<file path="config.mk">
export PLATFORM = sky130hd
export DESIGN_NAME = cmp_stream_tracker
export DESIGN_NICKNAME = d
export VERILOG_FILES = /design/src/rtl/cmp_pkg.sv /design/src/rtl/cmp_core.sv /design/src/rtl/cmp_stream_tracker.sv
export SDC_FILE = /design/constraint.sdc
export NUM_CORES = 1
export LEC_CHECK = 0
export BUFFER_PORTS_ARGS = -buffer_cell sky130_fd_sc_hd__buf_2
export CORE_ASPECT_RATIO = 1.75
export CORE_MARGIN = 3
export CORE_UTILIZATION = 40
export CTS_BUF_LIST = sky130_fd_sc_hd__clkbuf_4
export CTS_CLUSTER_DIAMETER = 40
export DETAILED_ROUTE_END_ITERATION = 10
export GPL_ROUTABILITY_DRIVEN = 1
export SLEW_MARGIN = 10
export SYNTH_ARGS = -nofsm -noshare
export SYNTH_HDL_FRONTEND = slang
export SYNTH_SLANG_ARGS = --single-unit
</file>
<file path="constraint.sdc">
create_clock -name clk -period 2.8 [get_ports clk]
set_clock_uncertainty 0.2 [all_clocks]
set_input_delay 0.28 -clock clk [delete_from_list [all_inputs] [get_ports clk]]
set_output_delay 0.28 -clock clk [all_outputs]
set_load 0.1 [all_outputs]
</file>
<file path="src/rtl/cmp_pkg.sv">
// Shared definitions for the comparator stream tracker.
//   - Stats FSM states:  S_EMPTY / S_RUN
//   - Output FSM states: S_OEMPTY / S_OFULL
//   - Relation codes, one-hot {gt,lt,eq}; REL_NONE marks an empty result register
//   - Default operand and counter widths
package cmp_pkg;

  localparam int DATA_W_DEF = 4;
  localparam int CNT_W_DEF  = 8;

  typedef enum logic {
    S_EMPTY = 1'b0,
    S_RUN   = 1'b1
  } stats_state_t;

  typedef enum logic {
    S_OEMPTY = 1'b0,
    S_OFULL  = 1'b1
  } out_state_t;

  typedef enum logic [2:0] {
    REL_NONE = 3'b000,
    REL_GT   = 3'b100,
    REL_LT   = 3'b010,
    REL_EQ   = 3'b001
  } rel_t;

endpackage

</file>
<file path="src/rtl/cmp_core.sv">
// Combinational unsigned relational comparator.
// Ports:
//   a, b  in   DATA_W  operands (unsigned)
//   gt    out  1       a > b
//   lt    out  1       a < b
//   eq    out  1       a == b
module cmp_core #(
  parameter int DATA_W = 4
) (
  input  logic [DATA_W-1:0] a,
  input  logic [DATA_W-1:0] b,
  output logic              gt,
  output logic              lt,
  output logic              eq
);

  assign gt = (a > b);
  assign lt = (a < b);
  assign eq = (a == b);

endmodule

</file>
<file path="src/rtl/cmp_stream_tracker.sv">
// Comparator stream tracker: registers the relation of each accepted (a, b)
// pair behind a one-entry valid/ready output stage, and keeps running max/min
// of a plus per-relation event counters.
// Configuration macro: CMP_SATURATE_EN -- when defined the event counters
// saturate at all-ones; otherwise they wrap modulo 2^CNT_W.
// Ports:
//   clk, rst             clock, synchronous active-high reset
//   clear                synchronous clear of max/min/counters/stats_vld
//   in_valid, in_ready   input handshake (in_ready = !out_valid | out_ready)
//   in_a, in_b           operands
//   out_valid, out_ready output handshake
//   out_gt/out_lt/out_eq registered relation, all 0 when empty
//   max_a, min_a         running extremes of accepted a
//   stats_vld            at least one sample since reset/clear
//   gt_cnt/lt_cnt/eq_cnt per-relation counts
//
// state    | meaning
// S_EMPTY  | no sample since reset/clear, stats zero
// S_RUN    | stats track accepted samples
// S_OEMPTY | result register empty
// S_OFULL  | result register holds a result
module cmp_stream_tracker
  import cmp_pkg::*;
#(
  parameter int DATA_W = DATA_W_DEF,
  parameter int CNT_W  = CNT_W_DEF
) (
  input  logic              clk,
  input  logic              rst,
  input  logic              clear,
  input  logic              in_valid,
  output logic              in_ready,
  input  logic [DATA_W-1:0] in_a,
  input  logic [DATA_W-1:0] in_b,
  output logic              out_valid,
  input  logic              out_ready,
  output logic              out_gt,
  output logic              out_lt,
  output logic              out_eq,
  output logic [DATA_W-1:0] max_a,
  output logic [DATA_W-1:0] min_a,
  output logic              stats_vld,
  output logic [CNT_W-1:0]  gt_cnt,
  output logic [CNT_W-1:0]  lt_cnt,
  output logic [CNT_W-1:0]  eq_cnt
);

  logic gt_c, lt_c, eq_c;
  logic accept;

  cmp_core #(.DATA_W(DATA_W)) u_core (
    .a  (in_a),
    .b  (in_b),
    .gt (gt_c),
    .lt (lt_c),
    .eq (eq_c)
  );

  function automatic logic [CNT_W-1:0] cnt_inc(input logic [CNT_W-1:0] v);
`ifdef CMP_SATURATE_EN
    return (&v) ? v : v + 1'b1;
`else
    return v + 1'b1;
`endif
  endfunction

  // ---------------- output stage ----------------
  out_state_t ostate, ostate_nxt;
  rel_t       rel_q, rel_nxt;

  assign out_valid = (ostate == S_OFULL);
  assign in_ready  = !out_valid | out_ready;
  assign accept    = in_valid & in_ready;

  assign out_gt = (rel_q == REL_GT);
  assign out_lt = (rel_q == REL_LT);
  assign out_eq = (rel_q == REL_EQ);

  always_comb begin
    ostate_nxt = ostate;
    rel_nxt    = rel_q;
    case (ostate)
      S_OEMPTY: begin
        if (accept) begin
          ostate_nxt = S_OFULL;
          rel_nxt    = rel_t'({gt_c, lt_c, eq_c});
        end
      end
      S_OFULL: begin
        // accept while full implies out_ready: reload in place
        if (accept) begin
          rel_nxt = rel_t'({gt_c, lt_c, eq_c});
        end else if (out_ready) begin
          ostate_nxt = S_OEMPTY;
          rel_nxt    = REL_NONE;
        end
      end
      default: begin
        ostate_nxt = S_OEMPTY;
        rel_nxt    = REL_NONE;
      end
    endcase
  end

  always_ff @(posedge clk) begin
    if (rst) begin
      ostate <= S_OEMPTY;
      rel_q  <= REL_NONE;
    end else begin
      ostate <= ostate_nxt;
      rel_q  <= rel_nxt;
    end
  end

  // ---------------- statistics ----------------
  stats_state_t         sstate, sstate_nxt;
  logic [DATA_W-1:0]    max_q, max_nxt, min_q, min_nxt;
  logic [CNT_W-1:0]     gt_q, gt_nxt, lt_q, lt_nxt, eq_q, eq_nxt;

  assign stats_vld = (sstate == S_RUN);
  assign max_a     = max_q;
  assign min_a     = min_q;
  assign gt_cnt    = gt_q;
  assign lt_cnt    = lt_q;
  assign eq_cnt    = eq_q;

  always_comb begin
    sstate_nxt = sstate;
    max_nxt    = max_q;
    min_nxt    = min_q;
    gt_nxt     = gt_q;
    lt_nxt     = lt_q;
    eq_nxt     = eq_q;

    // clear is applied first so a simultaneous accept becomes the first sample
    if (clear) begin
      sstate_nxt = S_EMPTY;
      max_nxt    = '0;
      min_nxt    = '0;
      gt_nxt     = '0;
      lt_nxt     = '0;
      eq_nxt     = '0;
    end

    if (accept) begin
      case (sstate_nxt)
        S_EMPTY: begin
          max_nxt = in_a;
          min_nxt = in_a;
        end
        default: begin
          if (in_a > max_nxt) max_nxt = in_a;
          if (in_a < min_nxt) min_nxt = in_a;
        end
      endcase
      sstate_nxt = S_RUN;
      if (gt_c) gt_nxt = cnt_inc(gt_nxt);
      if (lt_c) lt_nxt = cnt_inc(lt_nxt);
      if (eq_c) eq_nxt = cnt_inc(eq_nxt);
    end
  end

  always_ff @(posedge clk) begin
    if (rst) begin
      sstate <= S_EMPTY;
      max_q  <= '0;
      min_q  <= '0;
      gt_q   <= '0;
      lt_q   <= '0;
      eq_q   <= '0;
    end else begin
      sstate <= sstate_nxt;
      max_q  <= max_nxt;
      min_q  <= min_nxt;
      gt_q   <= gt_nxt;
      lt_q   <= lt_nxt;
      eq_q   <= eq_nxt;
    end
  end

endmodule

</file>
# Word-level counts from Yosys, hierarchy flattened
# Index checks and enable logic that the tools add are counted.
[classes] order_cmp=4 n_reduce_logical=2 addsub=3 eq_ne=6 n_bitwise=3 n_mux=27
[op_table] operator="two-way mux 8 bit" n=9
[op_table] operator="two-way mux 4 bit" n=8
[op_table] operator="adder 8 x 1 -> 8 bit, second input constant" n=3
[op_table] operator="two-way mux 3 bit" n=3
[op_table] operator="> comparator 4 bit" n=2
[op_table] operator="< comparator 4 bit" n=2
[op_table] operator="case mux 3 bit (2 select lines)" n=1
[op_table] operator="two-way mux 1 bit" n=5
[op_table] operator="== test 4 bit" n=1
[op_table] operator="== test 3 x 1 -> 1 bit, second input constant" n=1
[op_table] operator="== test 3 x 2 -> 1 bit, second input constant" n=1
[op_table] operator="== test 3 bit, second input constant" n=1
[op_table] operator="inequality test 3 bit, second input constant" n=1
[op_table] operator="inequality test 2 bit, second input constant" n=1
[op_table] operator="case mux 1 bit (2 select lines)" n=1
[op_table] operator="AND reduction 2 bit" n=1
[op_table] operator="bitwise AND 1 bit" n=1
[op_table] operator="zero test 1 bit" n=1
[op_table] operator="inverter 1 bit" n=1
[op_table] operator="OR 1 bit" n=1
[word_totals] ff_bits=37 elab_cells=53 in_bits=13 output_inout_bits=38

# Logic depth before layout (Yosys ltp)
# Gate-level depths: netlist of the first run.
[logic_depth] word_depth=5 depth_mapped=9

# Modules after synthesis
# From an unflattened synthesis of the first run, not the netlist that was laid out.
[unflattened] hier_cells=243 area_unflattened_um2=2102.0
[by_module_without_submodules] module="cmp_stream_tracker" cells_each=227 n_inst=1 seq_area_each_um2=740.7 area_each_um2=1973.1
[by_module_without_submodules] module="cmp_core" cells_each=16 n_inst=1 seq_area_each_um2=0.0 area_each_um2=128.9

# Worst setup path after synthesis of the first run
# No wires, ideal clock.
[synth_timing] kind="reg2reg" startpoint="reg ostate (netlist: out_valid)" endpoint="reg min_q[0] (netlist: min_a[0])" path_slack_ns=-0.251 setup_time_ns=0.070 stages_incl_launch_ff=7 required_ns=2.530 arrival_ns=2.781 path_cell_list="dfxtp_1 > nor2b_1 > inv_1 > nand2_1 > a31oi_1 > or3b_2 > a21oi_1"
[synth_via] elab_chain_len=4
[synth_lines] element="start, declared" line_no="cmp_stream_tracker.sv:68" source="out_state_t ostate, ostate_nxt;"
[synth_lines] element="start signal, assigned" line_no="cmp_stream_tracker.sv:110" source="ostate <= ostate_nxt;"
[synth_lines] element="zero test 1 bit" line_no="cmp_stream_tracker.sv:72" source="assign in_ready = !out_valid | out_ready;"
[synth_lines] element="OR 1 bit" line_no="cmp_stream_tracker.sv:72"
[synth_lines] element="named net in_ready" line_no="cmp_stream_tracker.sv:32" source="output logic in_ready,"
[synth_lines] element="bitwise AND 1 bit" line_no="cmp_stream_tracker.sv:73" source="assign accept = in_valid & in_ready;"
[synth_lines] element="two-way mux 4 bit" line_no="cmp_stream_tracker.sv:145" source="if (accept) begin"
[synth_lines] element="end signal, assigned" line_no="cmp_stream_tracker.sv:174" source="min_q <= min_nxt;"
[synth_lines] element="end, declared" line_no="cmp_stream_tracker.sv:117" source="logic [DATA_W-1:0] max_q, max_nxt, min_q, min_nxt;"
# The timed path passes the listed nets, and every way through them passes these cells.
# A chain may end at the register's enable or synchronous reset.

# Worst setup path in the final report of the first run
[layout_timing] startpoint="reg ostate (netlist: out_valid)" endpoint="reg min_q[0] (netlist: min_a[0])"
[layout_via] elab_chain_len=4
[layout_lines] element="zero test 1 bit" line_no="cmp_stream_tracker.sv:72"
[layout_lines] element="OR 1 bit" line_no="cmp_stream_tracker.sv:72"
[layout_lines] element="bitwise AND 1 bit" line_no="cmp_stream_tracker.sv:73"
[layout_lines] element="two-way mux 4 bit" line_no="cmp_stream_tracker.sv:145"
# No other way between the ends.

==> impl_summary.md, run 1 <==
Critical path
The element type at the critical path start is a register. The depth of the most critical reg-to-reg path is 6. The critical path arrival is 2.19 ns. The worst setup slack for register-to-register paths is 0.67 ns. STA classifies the critical path endpoint as a register. The required time of the worst setup path is 2.86 ns. The worst register-to-register path ends at min_a[0]$_SDFF_PP0_. The worst register-to-register path begins at out_valid$_SDFF_PP0_. The maximum fanout along the worst path is 7. The critical path class is register to register.

Worst hold path
The worst hold path was traced through 3 stages. The class of the most critical hold timing path is input port to register. The worst hold path endpoint is min_a[0]$_SDFF_PP0_. The startpoint identified for the worst hold timing path is in_a[0].

Yosys
The number of synthesized flops with an enable pin is 0. Synthesis inferred 37 register bits. The share of synthesized area in the top cell type comes to 0.3645. Sorting the synthesized cells by area gives the leading types as dfxtp_1, ha_1, nor2b_1.

The post-synthesis cell area is 2032 um2. The synthesis warning total is 0. The dominant cell type by area after synthesis is dfxtp_1. Synthesis produced a netlist with a net count of 262. Among all flip-flop cells after synthesis, the most frequent one is dfxtp_1. After synthesis, the mean cell area works out to 8.647 um2. The sequential fraction of the synthesis area is 0.3645. The share of async-settable or async-resettable flops after synthesis is 0. The number of unique standard cell types used by synthesis is 43. The post-synthesis instance total is 235.

STA
The setup-violating endpoint count in the final report is 0. Dividing the final minimum period by the clock period gives 0.7606. The relative slew slack is 0.5321. After layout, the worst setup slack is 0.6704 ns.

The actual slew at the worst max-slew pin is 0.7018 ns. The worst path needs 2.130 ns of the cycle, external delays included. Setup repair after global routing left no endpoint under its margin. The fmax is ~0.47 GHz.

The final hold violation count is 0. The number of pins with negative max-slew slack in the final report was 0. The worst hold slack is between 0.04 and 0.05 ns.

Placed design
Routability-driven placement finished with a final weighted congestion of 0.8271. Timing analysis after detailed placement gives a worst setup slack of roughly 0.35 ns. The half-perimeter wire length of the detailed placement result is about 3900 um. The number of input and output port buffers inserted is 50.

Clocking
TritonCTS built the clock tree. For this design, the CTS-stage hold fixing added 0 buffers. The clock tree synthesis step divided the H-tree into 2 levels.

The total clock sinks is 37. The tree is rooted in a clkbuf_4. Clock tree synthesis inserted a total of 5 buffers. For the worst-skew pair, the clock arrives at the later sink with an insertion delay of approximately 0.33 ns.

The post-CTS setup repair buffer count is 0. The clock input transition at the sequential cells of the worst setup and hold paths is 0.11 ns. Counting along the longest clock path gives a buffer depth of 2.

The number of gates resized after cts is 0.

Run
The total of max-cap violations is 0.

Route
The final route contains 1,823 vias. The starting DRC count in detailed routing is 42. The sum of routed wire length over all layers is 4956 um.

The length of the first detailed-routing pass in iterations is 4. The count of nets left with antenna violations once routing finished came out at 0. The final routed wire length divided by cell count is 14.49 um. After detailed routing, the number of remaining DRC violations is 0.

The ratio of routed vias to standard cells is 5.330.

Floorplanning
The number of ports placed on the die boundary is 51. The number of rows in the core area is 33. The floorplan step set the die width to 59.88 um. The area inside the core boundary is approximately 4800 um2. The total die area is 6005 um2. The starting density of the core is 0.4242.

From bottom edge to top edge, the die measures 100.3 um.

Global routing
The via count of the first global-routing pass is 1,803. Entering global routing, the biggest net connects 40 pins. The sum of overflow across all layers after global routing is 0. The total global routing track utilization is 0.1761. The first global-routing pass estimated between 8000 and 9000 um of wire.

The initial antenna violation count is 0.

Layout
The repair_antennas step left the layout with diodes totalling 0. The net count of the finished layout is about 320. The fraction of the core area covered by cells at the end of the flow is 0.5018. Relative to the synthesized area, the layout overhead comes to 18.29%. Of the cells placed in the final design, the portion with a size suffix greater than 1 is 0.2655.

Pwr
Cell internal power was estimated by the tool at 704.0 uW. The net switching fraction of the power is 0.3436. For this design the static power due to leakage is 0.001074 uW.

In this run the power density over the cells is roughly 450 nW/um2. The post-layout total power is 1073 uW. The analysis attributes to net switching a power of around 370 uW. The portion of total power attributed to sequential cells is 0.512.

The combinational group share of total power is 0.235. VDD sags by at most around 300 uV. The part of the total power dissipated in the clock network is 0.253.

Run status
The flow ran to the end, and the final reports show no timing, DRC or antenna violations.
==> through the flow <==
stage | setup TNS, ns | cells | instance area (um2)
3_5_place_dp | 0 | 335 | 2355
5_1_grt | 0 | 342 | 2404
6_report | 0 | 342 | 2404
3_3_place_gp | 0 | 335 | 2355
2_1_floorplan | -0.6999 | 235 | 2033
4_1_cts | 0 | 342 | 2404
==> layout by cell type, fill, tap and decap left out, types with 2 or more instances in the layout <==
cell type / instances
xnor2_1: 9
dfxtp_1: 36
ha_1: 14
buf_4: 6
xor2_1: 6
a211oi_1: 2
nor4b_1: 2
a211o_1: 2
nor3_1: 7
nor2_1: 23
nand2b_1: 2
nor2b_1: 14
and3_1: 4
clkbuf_4: 6
o211ai_1: 3
inv_1: 12
mux2_2: 7
nand2_1: 23
and2_1: 2
mux2i_1: 3
nand3_1: 7
a21oi_1: 14
nor3b_1: 4
o21ai_0: 4
buf_2: 50
nand4_1: 10
==> power by group through the flow <==
stage / clock network (uW) / logic (uW) / registers (uW)
6_report: 272 / 252 / 549
5_1_grt: 301 / 271 / 551
4_1_cts: 285 / 253 / 550
3_5_place_dp: 0 / 253 / 561
3_3_place_gp: 0 / 253 / 561
2_1_floorplan: 0 / 115 / 640
==> cell usage after synthesis (all sizes together) (7+ instances only) <==
cell / n
dfxtp: 37
nand2: 23
nor2: 23
a21oi: 15
ha: 14
nor2b: 14
inv: 12
nand4: 10
xnor2: 9
mux2: 7
nand3: 7
nor3: 7
==> kinds of logic (layout without fill, tap and decap cells) <==
| logic type | count (synthesis) | in the layout | synth area share |
|---|---|---|---|
| compound gates | 33 | 33 | 0.1115 |
| fa+ha+maj | 14 | 14 | 0.08621 |
| xor+xnor | 15 | 15 | 0.06466 |
| simple gates | 106 | 106 | 0.2783 |
| buf+inv | 20 | 75 | 0.04125 |
| mux | 10 | 10 | 0.05357 |
| flops | 37 | 37 | 0.3645 |
==> cell type report <==
cell class | count | area, um2
Clock buffer | 6 | 45.04
Clock inverter | 1 | 3.754
Fill cell | 468 | 2386
Inverter | 12 | 45.04
Multi-Input combinational cell | 178 | 1207
Sequential cell | 37 | 742.0
Tap cell | 52 | 65.06
Timing Repair Buffer | 56 | 295.3
==> sequential cells by signal, summed over array words and instances (netlist names) <==
name	count
lt_cnt	8
eq_cnt	8
out_valid	1
max_a	4
stats_vld	1
rel_q	3
gt_cnt	8
min_a	4
==> worst max path at each step <==
stage                     depth (start not counted)                  start                    to  slack [ns]
after floorplan                                   1  rel_q[2]$_SDFFE_PP0P_                out_gt       -0.23
after global placement                            9                  clear   min_a[1]$_SDFF_PP0_        0.35
after detailed placement                          7                in_a[3]  gt_cnt[7]$_SDFF_PP0_        0.35
after CTS                                         7    min_a[3]$_SDFF_PP0_   min_a[2]$_SDFF_PP0_        0.66
after global routing                              7    min_a[3]$_SDFF_PP0_   min_a[2]$_SDFF_PP0_        0.51
final                                             6   out_valid$_SDFF_PP0_   min_a[0]$_SDFF_PP0_        0.67
==> layer usage <==
| metal | part of all wire | vias to the layer above | GRT usage | wire length [um] |
|---|---|---|---|---|
| met5 | 0 | - | 0 | 0 |
| met2 | 0.54 | 42 | 0.3217 | 2691 |
| met1 | 0.39 | 839 | 0.1895 | 1923 |
| li1 | - | 936 | - | - |
| met4 | 0.022 | 0 | 0.06655 | 107 |
| met3 | 0.047 | 6 | 0.03604 | 234 |
==> worst max-delay path: stages (launching register included) <==
cell	delay, ns
dfxtp_2	0.34
nor2b_1	0.42
inv_1	0.16
nand2_1	0.20
a31oi_1	0.12
or3b_2	0.47
a21oi_1	0.14
No activity file was read; power rests on OpenSTA's default activity.
==> inputs of run 2 (changes only) <==
==> constraint.sdc (replaced) <==
create_clock -name clk -period 2.2 [get_ports clk]
set_clock_uncertainty 0.2 [all_clocks]
set_input_delay 0.22 -clock clk [delete_from_list [all_inputs] [get_ports clk]]
set_output_delay 0.22 -clock clk [all_outputs]
set_load 0.1 [all_outputs]
==> impl_summary.md, run 2 (same netlist as run 1, synthesis figures left out) <==
Layout
In the layout the commonest cells are buf_2, nor2_1, nand2_1, buf_4, dfxtp_1. The net total in the final layout is 332 (+4.7%). The antenna diode count came to 0 (unchanged).

The area of all placed cells without fillers was 2625 um2 (+9.2%). The fraction of layout instances using a drive strength above 1 is 0.3758 (+0.1103). The number of standard cells in the final layout excluding fillers is 358 (+4.7%).

The area added between synthesis and finish is 29.19%. The commonest non-fill, non-tap cell in the layout is buf_2.

Route
The length of the first detailed-routing pass in iterations came to 4 (unchanged). The via count is 1,890 (+3.7%). The ratio of routed vias to standard cells is 5.279 (-0.96%). The number of nets with antenna violations after detailed routing is 0 (unchanged).

The post-route DRC violation count is 0 (unchanged). The final routed wire length divided by cell count is 14.16 um (-2.3%). The starting DRC count in detailed routing is 48 (+14%). The sum of routed wire length over all layers is 5071 um (+2.3%).

STA
Setup repair after global routing left no endpoint under its margin. The final hold violation count was 0 (unchanged). The number of pins with negative max-slew slack in the final report is 0 (unchanged). The fmax came to 0.4854 GHz (+3.4%). The post-route minimum period is 2.060 ns (-0.06939 ns). The setup-violating endpoint count in the final report is 0 (unchanged). The actual slew at the worst max-slew pin is 0.5502 ns (-0.1515 ns). The worst hold slack is 0.01865 ns (-0.02237 ns). The relative slew slack is 0.6332 (+0.1010). The portion of the clock cycle consumed by the worst path in the final layout is 0.9364 (+0.1759).

Run status
The flow ran to the end, and the final reports show no timing, DRC or antenna violations.

Worst hold path
The startpoint of the most critical hold path is out_ready. The min-delay analysis places its worst path in the category input port to register.

Global routing
The initial antenna violation count is 0 (unchanged). The sum of overflow across all layers after global routing is 0 (unchanged). The largest net degree at the start of global routing came to 32 (-20%). The wire length of the first global-routing pass is 8500 um (+4.2%). The total global routing track utilization was 0.1823 (+0.006132). The via count of the first global-routing pass is 1,900 (+5.4%).

Clocking
The total clock sinks is 37 (unchanged). The clock input transition at the sequential cells of the worst setup and hold paths was 0.11 ns (about the same). The maximum buffer depth of the clock tree is 2 (unchanged).

The number of gates resized after cts came to 0 (unchanged). The count of H-tree levels built during CTS came to 2 (unchanged). The clock root buffer master is clkbuf_4. The total CTS buffers came to 5 (unchanged). The TritonCTS clock tree is built.

The later-pin clock latency in the skew report is 0.34 ns (about the same).

Critical path
The timing endpoint of the critical path is min_a[0]$_SDFF_PP0_. The critical path starts at min_a[3]$_SDFF_PP0_. The element type at the critical path start is a register.

The worst register-to-register path ends at min_a[0]$_SDFF_PP0_. The critical path arrival is 2.13 ns (-0.06 ns). STA classifies the critical path endpoint as a register.

The launching point of the worst reg2reg path is min_a[3]$_SDFF_PP0_. The worst setup slack for register-to-register paths was 0.14 ns (-0.53 ns). The critical path class is register to register. The required time of the worst setup path is 2.27 ns (-0.59 ns). The maximum fanout along the worst path is 4 (-3). The depth of the most critical reg-to-reg path came to 7 (+1).

Placed design
The post-detailed-placement cell area is 2536 um2 (+7.7%). The number of input and output port buffers inserted is 50 (unchanged). The count of placed standard cells including taps is 349 (+4.2%). The half-perimeter wire length of the detailed placement result is 3984 um (+3.1%). The placer congestion estimate is 0.8269 (about the same).

Pwr
The post-layout total power came to 1522 uW (+42%). The maximum resistive drop on vdd came to 477.5 uV (+57%). The cell leakage power is 0.001174 uW (+9.3%). The power density normalized to cell area was 579.7 nW/um2 (+30%).

Floorplanning
The total die area was 6005 um2 (unchanged). The vertical extent of the die came to 100.3 um (unchanged). The starting density of the core came to 0.4242 (unchanged). The number of ports placed on the die boundary is 51 (unchanged).

The number of rows in the core area is 33 (unchanged). The horizontal extent of the die was 59.88 um (unchanged). The area inside the core boundary is 4790 um2 (unchanged).

Run
The total of max-cap violations is 0 (unchanged).
run 2: per-layer routing:
layer  wire length, um  share of wire  track usage  up-vias
li1                  -              -            -      962
met5                 0              0            0        -
met3               215          0.042      0.02960        8
met1              2023           0.40       0.2016      878
met4               103          0.020      0.08020        0
met2              2729           0.54       0.3267       42
run 2: per-stage QoR:
| step | TNS, ns | util | setup WS [ns] |
|---|---|---|---|
| floorplan | -2.642 | - | -0.7735 |
| global placement | -0.3884 | 0.5295 | -0.1027 |
| detailed placement | -0.5752 | 0.5295 | -0.1533 |
| CTS | 0 | 0.5481 | 0.1232 |
| global route | 0 | 0.5481 | 0.01084 |
| finish | 0 | 0.5481 | 0.1398 |
run 2: how the worst min path moves through the flow:
stage | slack (ns) | depth (start not counted) | endpoint
finish | 0.02 | 4 | out_valid$_SDFF_PP0_
global route | 0.03 | 4 | out_valid$_SDFF_PP0_
CTS | 0.002 | 4 | out_valid$_SDFF_PP0_
detailed placement | 0.28 | 2 | rel_q[0]$_SDFFE_PP0P_
global placement | 0.27 | 2 | rel_q[0]$_SDFFE_PP0P_
floorplan | 0.15 | 2 | min_a[0]$_SDFF_PP0_
run 2: critical path, cell delays in order (launching register included):
cell and delay [ns]:
dfxtp_4 0.36, nand2_1 0.06, ha_1 0.31, o211ai_1 0.08
o21ai_0 0.21, a31oi_2 0.17, or3b_2 0.47, a21oi_1 0.14
run 2: layout make-up:
cell class              instances  area (um2)
well taps                      52       65.06
multi-input cells             178        1241
repair buffers                 71       410.4
clock inverters                 2       33.78
inverters                      12       48.80
clock buffers                   6       45.04
flip-flops and latches         37       780.7
fillers                       487        2165
run 2: power by group:
part	internal [uW]	leakage, uW	switching, uW
clock	249	0.0000433	227
sequential	685	0.000310	12.6
combinational	102	0.000821	247
run 2: timing repair:
| item | CTS | global route |
|---|---|---|
| hold endpoints to repair | 2 | 0 |
| hold buffers | 1 | 0 |
| buffers inserted | 0 | 0 |
| setup endpoints to repair | 0 | 0 |
